<file path="src/rtl/uart_rx_byte.sv">
`timescale 1ns/1ps
// -----------------------------------------------------------------------------
// uart_rx_byte
//   8N1 UART receiver (LSB first, idle-high line). Feeds the Caesar cipher core
//   with whole bytes over a valid/ready handshake. Framing errors and overruns
//   are reported as single-cycle pulses.
//
// Parameters
//   CLK_HZ        system clock frequency in Hz
//   BAUD          line rate in bit/s
//   CLKS_PER_BIT  clocks per bit cell (CLK_HZ/BAUD, must be >= 4)
//
// Ports
//   clk        in   system clock, rising edge
//   reset      in   asynchronous, active-high reset
//   uart_rx    in   raw serial line, asynchronous to clk
//   rx_data    out  received byte, stable while rx_valid=1 (except on overrun)
//   rx_valid   out  byte available, held until accepted
//   rx_ready   in   consumer accepts on a cycle with rx_valid & rx_ready
//   frame_err  out  one-cycle pulse: stop bit sampled low
//   overrun    out  one-cycle pulse: new byte completed while rx_valid held
// -----------------------------------------------------------------------------
module uart_rx_byte #(
  parameter int CLK_HZ       = 50_000_000,
  parameter int BAUD         = 115200,
  parameter int CLKS_PER_BIT = CLK_HZ / BAUD
) (
  input  logic       clk,
  input  logic       reset,
  input  logic       uart_rx,
  output logic [7:0] rx_data,
  output logic       rx_valid,
  input  logic       rx_ready,
  output logic       frame_err,
  output logic       overrun
);

  localparam int CNT_W = $clog2(CLKS_PER_BIT);
  localparam logic [CNT_W-1:0] CNT_LAST = CNT_W'(CLKS_PER_BIT - 1);
  localparam logic [CNT_W-1:0] CNT_MID  = CNT_W'(CLKS_PER_BIT / 2 - 1);

  typedef enum logic [2:0] {
    ST_IDLE,
    ST_START,
    ST_DATA,
    ST_STOP,
    ST_BREAK
  } state_t;

  // Two-flop synchronizer, preset to the idle (high) line level so a reset
  // never looks like a start bit.
  logic meta_reg;
  logic rx_s_reg;

  always_ff @(posedge clk or posedge reset) begin
    if (reset) begin
      meta_reg <= 1'b1;
      rx_s_reg <= 1'b1;
    end else begin
      meta_reg <= uart_rx;
      rx_s_reg <= meta_reg;
    end
  end

  state_t           state_reg,     state_next;
  logic [CNT_W-1:0] cnt_reg,       cnt_next;
  logic [2:0]       bit_idx_reg,   bit_idx_next;
  logic [7:0]       shift_reg,     shift_next;
  logic [7:0]       data_reg,      data_next;
  logic             valid_reg,     valid_next;
  logic             frame_err_reg, frame_err_next;
  logic             overrun_reg,   overrun_next;
  logic             accept;

  always_ff @(posedge clk or posedge reset) begin
    if (reset) begin
      state_reg     <= ST_IDLE;
      cnt_reg       <= '0;
      bit_idx_reg   <= 3'd0;
      shift_reg     <= 8'h00;
      data_reg      <= 8'h00;
      valid_reg     <= 1'b0;
      frame_err_reg <= 1'b0;
      overrun_reg   <= 1'b0;
    end else begin
      state_reg     <= state_next;
      cnt_reg       <= cnt_next;
      bit_idx_reg   <= bit_idx_next;
      shift_reg     <= shift_next;
      data_reg      <= data_next;
      valid_reg     <= valid_next;
      frame_err_reg <= frame_err_next;
      overrun_reg   <= overrun_next;
    end
  end

  always_comb begin
    state_next     = state_reg;
    cnt_next       = cnt_reg;
    bit_idx_next   = bit_idx_reg;
    shift_next     = shift_reg;
    data_next      = data_reg;
    valid_next     = valid_reg;
    frame_err_next = 1'b0;
    overrun_next   = 1'b0;

    // rx_ready only matters while a byte is being offered.
    accept = valid_reg & rx_ready;
    if (accept) begin
      valid_next = 1'b0;
    end

    case (state_reg)
      ST_IDLE: begin
        cnt_next = '0;
        if (!rx_s_reg) begin
          state_next = ST_START;
        end
      end

      // Re-check the line half a bit in; a high level here was a glitch.
      ST_START: begin
        if (cnt_reg == CNT_MID) begin
          cnt_next = '0;
          if (rx_s_reg) begin
            state_next = ST_IDLE;
          end else begin
            bit_idx_next = 3'd0;
            state_next   = ST_DATA;
          end
        end else begin
          cnt_next = cnt_reg + 1'b1;
        end
      end

      // Counter was restarted mid start bit, so every wrap lands mid data bit.
      ST_DATA: begin
        if (cnt_reg == CNT_LAST) begin
          cnt_next                = '0;
          shift_next[bit_idx_reg] = rx_s_reg;
          if (bit_idx_reg == 3'd7) begin
            state_next = ST_STOP;
          end else begin
            bit_idx_next = bit_idx_reg + 3'd1;
          end
        end else begin
          cnt_next = cnt_reg + 1'b1;
        end
      end

      ST_STOP: begin
        if (cnt_reg == CNT_LAST) begin
          cnt_next = '0;
          if (rx_s_reg) begin
            // A byte accepted in this same cycle frees the slot: no overrun.
            data_next    = shift_reg;
            valid_next   = 1'b1;
            overrun_next = valid_reg & ~accept;
            state_next   = ST_IDLE;
          end else begin
            frame_err_next = 1'b1;
            state_next     = ST_BREAK;
          end
        end else begin
          cnt_next = cnt_reg + 1'b1;
        end
      end

      // Wait out a held-low line so it yields only one frame_err.
      ST_BREAK: begin
        cnt_next = '0;
        if (rx_s_reg) begin
          state_next = ST_IDLE;
        end
      end

      default: begin
        cnt_next   = '0;
        state_next = ST_IDLE;
      end
    endcase
  end

  assign rx_data   = data_reg;
  assign rx_valid  = valid_reg;
  assign frame_err = frame_err_reg;
  assign overrun   = overrun_reg;

endmodule
</file>
<file path="config.mk">
export PLATFORM = sky130hd
export DESIGN_NAME = uart_rx_byte
export DESIGN_NICKNAME = d
export VERILOG_FILES = /design/src/rtl/uart_rx_byte.sv
export SDC_FILE = /design/constraint.sdc
export NUM_CORES = 1
export LEC_CHECK = 0
export BUFFER_PORTS_ARGS = -buffer_cell sky130_fd_sc_hd__buf_2
export CAP_MARGIN = 20
export CORE_MARGIN = 5
export CORE_UTILIZATION = 45
export DETAILED_ROUTE_END_ITERATION = 10
export PLACE_DENSITY = 0.65
export SLEW_MARGIN = 20
export SYNTH_ARGS = -nofsm -noshare
export SYNTH_HDL_FRONTEND = slang
export SYNTH_SLANG_ARGS = --single-unit
</file>
<file path="constraint.sdc">
create_clock -name clk -period 2 [get_ports clk]
set_input_delay 0.1 -clock clk [delete_from_list [all_inputs] [get_ports clk]]
set_output_delay 0.1 -clock clk [all_outputs]
set_load 0.01 [all_outputs]
</file>
==> results.cfg <==
[yosys]
synth_top_area_share_pct = 49.71
syn_area_per_cell_um2 = 12.40
synth.most_common_cell = dfrtp_1
synth_nets = 147
yosysSeqAreaShare_pct = 52.78
synth-edff-count = 0
syn_inst = 138
synth.distinct_cells = 39
synth_top_area_cell = dfrtp_1
synth-seq-cells = 36
synth_area_leaders = dfrtp_1 50%, mux2_1 8.6%, mux2_2 3.9%
yosys-top-cells-count = 34 x dfrtp_1, 14 x nor2_1, 13 x mux2_1, 7 x inv_1, 6 x mux2_2
synthesis.area_um2 = 1712
yosysWarnings = 0
async_flop_share_pct = 100.0
synth_ff_type = dfrtp_1

[floorplan]
dieArea_um2 = 5137
die_x_um = 71.68
io_pins = 15
rows = 22
initial_core_util_pct = 46.75
die_y_um = 71.68
fp.coreArea_um2 = 3661

[sta]
period_share_pct = 99.66
finalClockSkew_ps = 3.021
relSlewSlack_pct = 70.51
setup_violations = 0
fin_crit_ps = 1993
rsz0062_at_grt = yes
tightestPinTransition_ps = 442.3
worst_slack_ps = 6.832
fmax_ghz = 0.5017
finalHoldViolations = 0
drv_slew = 0

[cts]
cts_made_buffers = 5
clkTransAtPathRegs_ps = 70
cts_tree = built
clock_latency_ps = 290
cts.sinks = 36
cts_max_path_buffers = 2
clock-root-buffer = clkbuf_8
cts_max_level = 2

[finish]
finalNonFillerCells = 226
largest_register_ffs = 9
num-nets-final = 186
drive_gt1_share_pct = 43.82
antenna_cells = 0
syn2layout_area_growth_pct = 28.00
final_area_um2 = 2191

[grt]
grt_usage_pct = 13.54
grt_pass1_wl_um = 5375
grt_pass1_vias = 1224
overflow = 0
antenna_found_initial = 0
grt_max_degree = 37

[critical_path]
critPathLaunchType = register
critical_path_required_ps = 2170
reg2reg_from = bit_idx_reg[0]
end_kind = register
crit_type = reg -> reg
r2r_setup_slack_ps = 7
ff2ff_path_depth = 6
critPathArrivalTime_ps = 2170
r2r_end = bit_idx_reg[0]
critPathMaxFanout = 3

[route]
via_per_inst = 5.217
drc = 0
wl_per_cell_um = 14.20
antenna_left = 0
routed_wl_um = 3210
vias = 1179
first_iter_violations = 19
first_pass_iters = 4

[power]
finalPower_mw = 1.291
p_clk_share_pct = 40.9
peakVddDrop_v = 0.0004911
p_int_mw = 1.020
p_switching_mw = 0.2709
p_per_area_nw_per_um2 = 589.4
swShare_pct = 20.98
leakagePower_nw = 1.107
power_frac_comb_pct = 2.0
pwr-share-seq_pct = 57.0

[place]
gp_congestion = 0.8019
pre_cts_ws_ps = 14.68
place_area_um2 = 1933
dp_hpwl_um = 2107
placed_cells = 209
io_buffers = 14

[worst_hold_path]
hold_end = rx_valid
min_from = rx_ready
hold_depth = 3
hp-class = in -> reg

[job]
cap_viol_max_count = 0

[status]
status = completed
## power by group through the flow
| stage | clock network [mW] | registers, mW | logic (mW) |
|---|---|---|---|
| 6_report | 0.529 | 0.736 | 0.0264 |
| 5_1_grt | 0.582 | 0.736 | 0.0314 |
| 4_1_cts | 0.548 | 0.736 | 0.0266 |
| 3_5_place_dp | 0 | 0.750 | 0.0237 |
| 3_3_place_gp | 0 | 0.749 | 0.0232 |
| 2_1_floorplan | 0 | 0.746 | 0.0171 |
## area by class of cell
type	count	area, um^2
fill	289	1470
sequential	36	903.4
multi-input combinational	90	829.5
timing repair buffer	37	277.8
clock buffer	7	86.33
tap	48	60.06
inverter	7	26.28
clock inverter	1	7.507
## how the worst max path moves through the flow
stage                endpoint      startpoint  slack, ps  depth (start not counted)
2_1_floorplan  bit_idx_reg[0]  bit_idx_reg[0]         50                          6
3_5_place_dp     state_reg[0]      cnt_reg[1]         10                          6
5_1_grt        bit_idx_reg[0]  bit_idx_reg[0]        -60                          6
3_3_place_gp       rx_data[5]      cnt_reg[6]         70                          5
6_report       bit_idx_reg[0]  bit_idx_reg[0]          7                          6
4_1_cts          state_reg[1]      cnt_reg[1]         -8                          6
## stage by stage
| stage | TNS (ps) | hold slack [ps] | utilization [%] |
|---|---|---|---|
| after global routing | -244.7 | 117.6 | 59.84 |
| after global placement | 0 | 208.0 | 52.80 |
| after floorplan | 0 | 104.5 | - |
| final | 0 | 95.70 | 59.84 |
| after detailed placement | 0 | 208.8 | 52.80 |
| after CTS | -20.85 | 87.91 | 56.43 |
## layout by cell type (no fill, tap or decap), types with 3 or more instances in the layout
cell      instances
xor2_1            3
or3b_2            3
buf_2            14
buf_4            19
clkbuf_8          6
dfrtp_1          34
nand3_1           5
xnor2_1           5
nor2_1           14
mux2_2            5
nand2_1           4
inv_1             6
ha_1              4
mux2_4           12
## repair_timing
action / in CTS / in global routing
setup buffers: 2 / 4
pin swaps: 3 / 8
hold buffers: 2 / 0
gates cloned: 0 / 1
endpoints found under the setup margin: 3 / 28
hold endpoints to repair: 35 / 0
gates resized for setup: 1 / 19
## critical path: stages (launching register included)
cell and delay (ps):
dfrtp_1 400, ha_1 200, ha_1 210, or3b_2 470, a21oi_2 150, o211ai_1 150
mux2_4 300
## logic make-up (layout without fill, tap and decap cells)
logic type	count (synthesis)	after routing	share of synthesized area (%)
muxes	19	19	12.50
DFF	36	36	52.78
xor gates and xnor gates	8	8	4.094
and+or+nand+nor	46	46	17.33
adders and majority gates	5	5	3.655
buffers and inverters	12	52	3.070
AOI/OAI and AO/OA	12	12	6.580
## routing by layer
layer  GRT usage, %  wire, um  up-vias
met4          6.263        60        0
met5              0         0        -
met3          4.628       103        5
li1               -         -      563
met1          15.26      1454      595
met2          22.96      1591       16
(Power assumes the default switching activity.)
